$ cat src/rtl/mult_pkg.sv
// Shared types and constants for the sequential shift-add multiplier.
package mult_pkg;

    typedef enum logic [1:0] {
        IDLE = 2'd0,
        CALC = 2'd1,
        DONE = 2'd2
    } state_t;

    localparam int WA_DEF = 5;
    localparam int WB_DEF = 4;

    // Iteration counter width: clog2(WB), never below one bit.
    function automatic int cnt_width(input int wb);
        return (wb > 1) ? $clog2(wb) : 1;
    endfunction

endpackage

$ cat src/rtl/somador_rca.sv
// N-bit ripple-carry adder/subtractor: s = a + b, or a - b when sub=1 (modulo 2^N).
module somador_rca #(
    parameter int N = 9
) (
    input  logic [N-1:0] a,
    input  logic [N-1:0] b,
    input  logic         sub,
    output logic [N-1:0] s
);

    always_comb begin
        logic         carry;
        logic [N-1:0] bx;
        // Subtraction is a + ~b + 1; the +1 enters as the initial carry.
        bx    = b ^ {N{sub}};
        carry = sub;
        s     = '0;
        for (int i = 0; i < N; i++) begin
            s[i]  = a[i] ^ bx[i] ^ carry;
            carry = (a[i] & bx[i]) | (carry & (a[i] ^ bx[i]));
        end
    end

endmodule

$ cat src/rtl/multiplicacao_seq.sv
// Sequential radix-2 shift-add multiplier, one multiplier bit per cycle, LSB first.
// Define MULT_SIGNED_EN to enable two's-complement operation selected by is_signed.
module multiplicacao_seq
    import mult_pkg::*;
#(
    parameter int WA = WA_DEF,
    parameter int WB = WB_DEF
) (
    input  logic          clk,
    input  logic          rst,
    input  logic          start,
    input  logic          is_signed,
    input  logic [WA-1:0] a,
    input  logic [WB-1:0] b,
    output logic          busy,
    output logic          done,
    output logic [WA+WB-1:0] s
);

    localparam int W  = WA + WB;
    localparam int CW = cnt_width(WB);
    localparam logic [CW-1:0] LAST = CW'(WB - 1);

    state_t          state_q;
    state_t          state_d;
    logic            accept;
    logic            last_iter;
    logic            sub;
    logic [W-1:0]    acc_q;
    logic [W-1:0]    mcand_q;
    logic [W-1:0]    addend;
    logic [W-1:0]    sum;
    logic [W-1:0]    s_q;
    logic [WB-1:0]   mplier_q;
    logic [CW-1:0]   cnt_q;

    assign accept    = start && ((state_q == IDLE) || (state_q == DONE));
    assign last_iter = (cnt_q == LAST);
    assign addend    = mplier_q[0] ? mcand_q : '0;
    assign s         = s_q;

`ifdef MULT_SIGNED_EN
    logic                 mode_q;
    logic signed [WA-1:0] a_s;
    assign a_s = a;
    // The multiplier MSB carries weight -2^(WB-1) in signed mode.
    assign sub = mode_q && last_iter;
`else
    logic unused_is_signed;
    assign unused_is_signed = is_signed;
    assign sub = 1'b0;
`endif

    somador_rca #(
        .N(W)
    ) u_somador (
        .a  (acc_q),
        .b  (addend),
        .sub(sub),
        .s  (sum)
    );

    always_ff @(posedge clk) begin
        if (rst) begin
            state_q <= IDLE;
        end else begin
            state_q <= state_d;
        end
    end

    always_comb begin
        state_d = state_q;
        busy    = 1'b0;
        done    = 1'b0;
        case (state_q)
            IDLE: begin
                if (accept) state_d = CALC;
            end
            CALC: begin
                busy = 1'b1;
                if (last_iter) state_d = DONE;
            end
            DONE: begin
                done    = 1'b1;
                state_d = accept ? CALC : IDLE;
            end
            default: state_d = IDLE;
        endcase
    end

    // Operand capture on acceptance, then one shift-add step per CALC cycle.
    always_ff @(posedge clk) begin
        if (rst) begin
            acc_q    <= '0;
            mcand_q  <= '0;
            mplier_q <= '0;
            cnt_q    <= '0;
            s_q      <= '0;
`ifdef MULT_SIGNED_EN
            mode_q   <= 1'b0;
`endif
        end else if (accept) begin
            acc_q    <= '0;
            mplier_q <= b;
            cnt_q    <= '0;
`ifdef MULT_SIGNED_EN
            mode_q   <= is_signed;
            mcand_q  <= is_signed ? W'(a_s) : {{WB{1'b0}}, a};
`else
            mcand_q  <= {{WB{1'b0}}, a};
`endif
        end else if (state_q == CALC) begin
            acc_q    <= sum;
            mcand_q  <= mcand_q << 1;
            mplier_q <= mplier_q >> 1;
            cnt_q    <= cnt_q + CW'(1);
            if (last_iter) s_q <= sum;
        end
    end

endmodule
$ cat config.mk
export PLATFORM = sky130hd
export DESIGN_NAME = multiplicacao_seq
export DESIGN_NICKNAME = d
export VERILOG_FILES = /design/src/rtl/mult_pkg.sv /design/src/rtl/somador_rca.sv /design/src/rtl/multiplicacao_seq.sv
export SDC_FILE = /design/constraint.sdc
export NUM_CORES = 1
export LEC_CHECK = 0
export ABC_CLOCK_PERIOD_IN_PS = 4900
export CAP_MARGIN = 40
export CORE_ASPECT_RATIO = 0.75
export CORE_MARGIN = 4
export CORE_UTILIZATION = 50
export DETAILED_ROUTE_END_ITERATION = 12
export GPL_TIMING_DRIVEN = 0
export PLACE_DENSITY = 0.84
export SLEW_MARGIN = 25
export SYNTH_ARGS = -nofsm -noshare
export SYNTH_HDL_FRONTEND = slang
export SYNTH_SLANG_ARGS = --single-unit
$ cat constraint.sdc
create_clock -name clk -period 4.9 [get_ports clk]
set_input_delay 0.98 -clock clk [delete_from_list [all_inputs] [get_ports clk]]
set_output_delay 0.98 -clock clk [all_outputs]
set_load 0.02 [all_outputs]
==> results of run 1 <==
-- cells in the mapped netlist --
cell type,instances
mux2i_1,3
buf_2,7
nand3b_1,2
ha_1,2
o22ai_1,4
nand2b_1,3
nor2_1,8
a311o_1,1
a311oi_1,3
nand3b_2,1
a211oi_1,2
or3_1,1
fa_1,7
dfxtp_1,35
and3b_1,1
a21bo_2,1
xnor2_1,1
o21a_1,1
nor3b_1,2
nor3_1,10
clkbuf_1,4
a2111oi_2,1
inv_1,3
inv_2,1
a21oi_1,20
nor2b_1,2
nand2_1,45
and2_1,7
-- cells by family (layout without fill, tap and decap cells) --
group,count (synthesis),count (layout),synth area share (%)
DFF,35,35,44.9
xor gates and xnor gates,1,1,0.562
adders and majority gates,9,9,10.6
buffers and inverters,15,45,4.17
AOI/OAI and AO/OA,33,33,13.4
and+or+nand+nor,82,82,24.4
muxes,3,3,1.93
-- worst max-delay path, cell delays in order, from the launching register on --
cell and delay, ns:
dfxtp_1 0.31, buf_2 0.17, and2_1 0.16, ha_1 0.17, inv_1 0.06, fa_1 0.16
inv_1 0.05, fa_1 0.37, fa_1 0.38, fa_1 0.38, fa_1 0.38, fa_1 0.39
fa_1 0.38, nand3b_1 0.25, a2111oi_2 0.38, a311o_1 0.15
-- placed cells by master (no fill, tap or decap), drive strengths merged, types with 3 or more instances in the layout --
cell type	count
nand2b	3
a311oi	3
nor2	8
inv	4
buf	7
fa	7
nor3	10
o22ai	4
a21oi	20
mux2i	3
and2	7
clkdlybuf4s50	22
clkbuf	10
nand3b	3
nand2	45
dfxtp	35
-- routing by layer --
layer	part of all wire, %	up-vias	routed length, µm	GRT usage (%)
met5	0	-	0	0
met4	1.6	0	53	7.11
met3	6.2	6	209	6.80
met2	45	39	1550	27.6
met1	47	645	1590	25.3
li1	-	657	-	-
-- where the power goes --
part	leakage [nW]	switching, mW	internal, mW
combinational	0.375	0.0362	0.0259
sequential	0.284	0.00646	0.293
clock	0.0654	0.102	0.203
total	0.724	0.145	0.523
-- through the flow --
| step | hold WS [ns] | area, µm² |
|---|---|---|
| finish | 0.456 | 1960 |
| global route | 0.476 | 1960 |
| CTS | 0.460 | 1960 |
| detailed placement | 0.450 | 1830 |
| global placement | 0.444 | 1830 |
| floorplan | 0.440 | 1560 |
-- layout make-up --
class | instances | area (µm²)
sequential | 35 | 701
tap | 38 | 47.5
fill | 253 | 997
inverter | 4 | 15.0
timing repair buffer | 22 | 220
clock buffer | 6 | 72.6
buffer | 11 | 50.0
multi-input combinational | 128 | 793
clock inverter | 2 | 60.1
-- path summary, 6_finish.rpt --
check	from	to	slack [ns]	cells past startpoint
worst min-delay path	s[3]$_SDFFE_PP0P_	s[3]$_SDFFE_PP0P_	0.46	2
worst max-delay path	mplier_q[0]$_SDFFE_PP0P_	s[8]$_SDFFE_PP0P_	0.70	15
worst max register to register	mplier_q[0]$_SDFFE_PP0P_	s[8]$_SDFFE_PP0P_	0.70	15
worst min register to register	s[3]$_SDFFE_PP0P_	s[3]$_SDFFE_PP0P_	0.46	2
-- flip-flops by register name (all words and copies together) (netlist names) --
register	count
s	9
state_q	2
mcand_q	9
cnt_q	2
acc_q	9
mplier_q	4
==> results.toml, run 1 <==
[run_status]
status = "finished, final reports clean"

[sta]
finalSetupViolCount = 0
fin_skew_ns = 0.00760
fmax_mhz = 238
setup_slack_ns = 0.698
rsz0062_at_grt = "false"
max_slew_margin_pct = 66.8
worst_pin_slew_ns = 0.498
drv_slew = 0
tns_ns = 0
hold_violations = 0
period_needed_ns = 4.20
finalCritPeriodShare_pct = 85.8

[clock_network]
cts_buffers = 5
cts_setup_buffers = 0
htree_levels = 2
cts_sinks = 35
clock_path_buffers = 2
cts_tree = "done"
clkLatencyLatePin_ns = 0.29
path_clk_slew_ns = 0.07
cts_root_buffer = "clkbuf_8"
cts_hold_buf = 0
post_cts_resized = 0

[floorplan]
rows = 17
die_area_um2 = 4080
io_pins = 24
core_area_um2 = 2960
die_w_um = 72.5
fp.dieH_um = 56.4
initial_core_util_pct = 52.7

[yosys]
synth_area_per_cell_um2 = 8.76
synth_cell_type_count = 28
ys_seq_area_share_pct = 44.9
synthTopCellsByArea = "dfxtp_1 (45%), nand2_1 (11%), fa_1 (9.0%)"
synth_top_cell_by_area = "dfxtp_1"
ys_ff_latch = 35
synthCells = 178
synth_top_area_share_pct = 44.9
syn_nets = 200
syn_area_um2 = 1560
ys_warn_count = 0

[setup_path]
required_ns = 5.13
critical_path_class = "reg2reg"
critPathMaxFanout = 10
end_kind = "flop"
startpoint_type = "flop"
arrival_ns = 4.43

[power_and_ir_drop]
p_leak_nw = 0.724
power_density_nw_per_um2 = 341
ir_drop_mv = 0.283
p_total_mw = 0.667

[finish]
drive_above_1_share_pct = 8.65
fin_cells = 246
area_growth_pct = 25.7
post-route-util_pct = 66.3
num_antenna_cells = 0
final_nets = 229

[routing]
drtAntennaViolNets = 0
routed_wl_mm = 3.40
first_iter_violations = 79
viasPerCell = 5.48
drtPass1Iterations = 4
via_count = 1347
drc = 0
avgRoutedWirePerCell_um = 13.8

[hold_path]
hold_path_class = "reg2reg"

[global_routing]
grt_pass1_wl_mm = 5.96
grt_overflow_total = 0
grt_pass1_vias = 1286
grt_max_degree = 12
antenna_found_initial = 0
grt_usage_pct = 18.8

[placement]
globalplace.congestion = 0.839
dp.cells = 238
dp_hpwl_mm = 2.33
port_buffers = 22
place_ws_ns = 0.728

[run]
drv_cap = 0
No activity file was read; power rests on OpenSTA's default activity.
==> run 2: changes to the inputs <==
--- a/config.mk
+++ b/config.mk
@@ -9,10 +9,10 @@
 export CAP_MARGIN = 40
 export CORE_ASPECT_RATIO = 0.75
 export CORE_MARGIN = 4
-export CORE_UTILIZATION = 50
+export CORE_UTILIZATION = 45
 export DETAILED_ROUTE_END_ITERATION = 12
 export GPL_TIMING_DRIVEN = 0
-export PLACE_DENSITY = 0.84
+export PLACE_DENSITY = 0.78
 export SLEW_MARGIN = 25
 export SYNTH_ARGS = -nofsm -noshare
 export SYNTH_HDL_FRONTEND = slang
==> run 2 against run 1 <==
  * Die area is 9.7% higher
  * Fmax is 0.39% higher
  * Global-route usage is 3.0 points lower
  * Cell area is 1.5% lower
  * Non-clock buffer count stayed put
  * Clock-buffer cell count is 2 higher
  * Via count is 6.6% lower
  * Final cell count is 0.81% higher
  * Critical path depth stayed put
  * Combinational power is 1% lower
  * Register-to-register slack better by 0.02 ns
  * Core utilization is 8.0 points lower
==> results.toml, run 2 (synthesized netlist as in run 1, its figures left out) <==
[run_status]
status = "finished, final reports clean"

[hold_path]
hold_path_class = "reg2reg"

[global_routing]
grt_max_degree = 11
grt_pass1_wl_mm = 5.51
grtUsageMet1_pct = 21.7
grt_usage_pct = 15.9
grt_overflow_total = 0
use_met2_pct = 22.9
grt.met3_usage_pct = 5.93
top_usage_layer = "met2"
grt_pass1_vias = 1169
antenna_found_initial = 0

[sta]
period_needed_ns = 4.19
hold_violations = 0
finalSetupViolCount = 0
rsz0062_at_grt = "false"
worst_pin_slew_ns = 0.496
drv_slew = 0
max_slew_margin_pct = 66.9
fin_skew_ns = 0.0106
tns_ns = 0
finalCritPeriodShare_pct = 85.4
fmax_mhz = 239

[placement]
dp_hpwl_mm = 2.32
place_area_um2 = 1830
globalplace.congestion = 0.789
port_buffers = 22

[floorplan]
core_area_um2 = 3310
rows = 18
die_w_um = 76.0
fp.dieH_um = 59.0
io_pins = 24
initial_core_util_pct = 47.1
die_area_um2 = 4480

[clock_network]
htree_levels = 2
clock_path_buffers = 2
cts_setup_buffers = 0
cts_sinks = 35
path_clk_slew_ns = 0.07
cts_buffers = 5
clkLatencyLatePin_ns = 0.29
cts_root_buffer = "clkbuf_8"
post_cts_resized = 0
cts_hold_buf = 0
cts_tree = "done"

[routing]
via_count = 1258
drtPass1Iterations = 4
first_iter_violations = 78
avgRoutedWirePerCell_um = 13.4
drtAntennaViolNets = 0
drc = 0
routed_wl_mm = 3.32
viasPerCell = 5.07

[finish]
num_antenna_cells = 0
final_common_cell = "nand2_1"
area_growth_pct = 23.8
drive_above_1_share_pct = 8.65
final_nets = 229
post-route-util_pct = 58.3
final_cell_mix = "nand2_1 (45), dfxtp_1 (35), clkdlybuf4s50_1 (22)"
final_cell_area_um2 = 1930

[setup_path]
critical_path_class = "reg2reg"
crit_chain = "buf_2 -> and2_1 -> ha_1 -> inv_1 -> fa_1 -> inv_1 -> fa_1 -> fa_1 -> fa_1 -> fa_1 -> fa_1 -> fa_1 -> nand3b_1 -> a2111oi_2 -> a311o_1"
crit_top_cell = "fa_1"
startpoint_type = "flop"
cp_slowest_cell = "fa_1"
rrSetupSlack_ns = 0.71
critPathMaxFanout = 10
crit_family = "adder cells"
cpPeakStageDelay_ns = 0.39
required_ns = 5.13
crit_buf_inv = 3
arrival_ns = 4.42
end_kind = "flop"

[power_and_ir_drop]
p_leak_nw = 0.711
power_density_nw_per_um2 = 307
ir_drop_mv = 0.159

[run]
drv_cap = 0
[run 2: changes by cell type in the layout (fill, tap and decap cells not counted)]
cell / previous run / this run
bufinv_16: 2 / 0
clkbuf_8: 5 / 7
[run 2: tightest hold or removal path, delay by kind of cell (launching register included)]
family,cells,cell delay [ns]
AO/OA/AOI/OAI,1,0.05
flip-flops,1,0.31
AND/OR/NAND/NOR,1,0.05
[run 2: worst paths after layout]
| check | from | end | cells past startpoint |
|---|---|---|---|
| hold / removal | s[2]$_SDFFE_PP0P_ | s[2]$_SDFFE_PP0P_ | 2 |
| setup reg to reg | mplier_q[0]$_SDFFE_PP0P_ | s[8]$_SDFFE_PP0P_ | 15 |
| hold reg to reg | s[2]$_SDFFE_PP0P_ | s[2]$_SDFFE_PP0P_ | 2 |
| setup / recovery | mplier_q[0]$_SDFFE_PP0P_ | s[8]$_SDFFE_PP0P_ | 15 |
[run 2: metrics by stage]
step | power, mW | cells | worst slack, ns | hold WS (ns)
6_report | 0.593 | 248 | 0.714 | 0.457
3_3_place_gp | 0.366 | 240 | 0.727 | 0.446
3_5_place_dp | 0.367 | 240 | 0.701 | 0.450
4_1_cts | 0.596 | 248 | 0.669 | 0.459
5_1_grt | 0.621 | 248 | 0.495 | 0.474
2_1_floorplan | 0.343 | 178 | 0.921 | 0.440
[run 2: area by class of cell]
cell class                      instances  area (µm²)
Inverter                                4        15.0
Fill cell                             313        1380
Sequential cell                        35         701
Multi-Input combinational cell        128         793
Timing Repair Buffer                   22         220
Buffer                                 11        50.0
Clock buffer                            8         100
Tap cell                               40        50.0
[run 2: layer usage]
metal  share of wire (%)  routed length, µm
met5                   0                  0
met4                 1.5                 51
met2                  44               1460
met3                 4.1                137
met1                  50               1680
[run 2: power by group]
group | switching, mW | total (mW) | internal, mW
Combinational | 0.0354 | 0.0613 | 0.0258
Sequential | 0.00649 | 0.300 | 0.293
Clock | 0.103 | 0.232 | 0.128
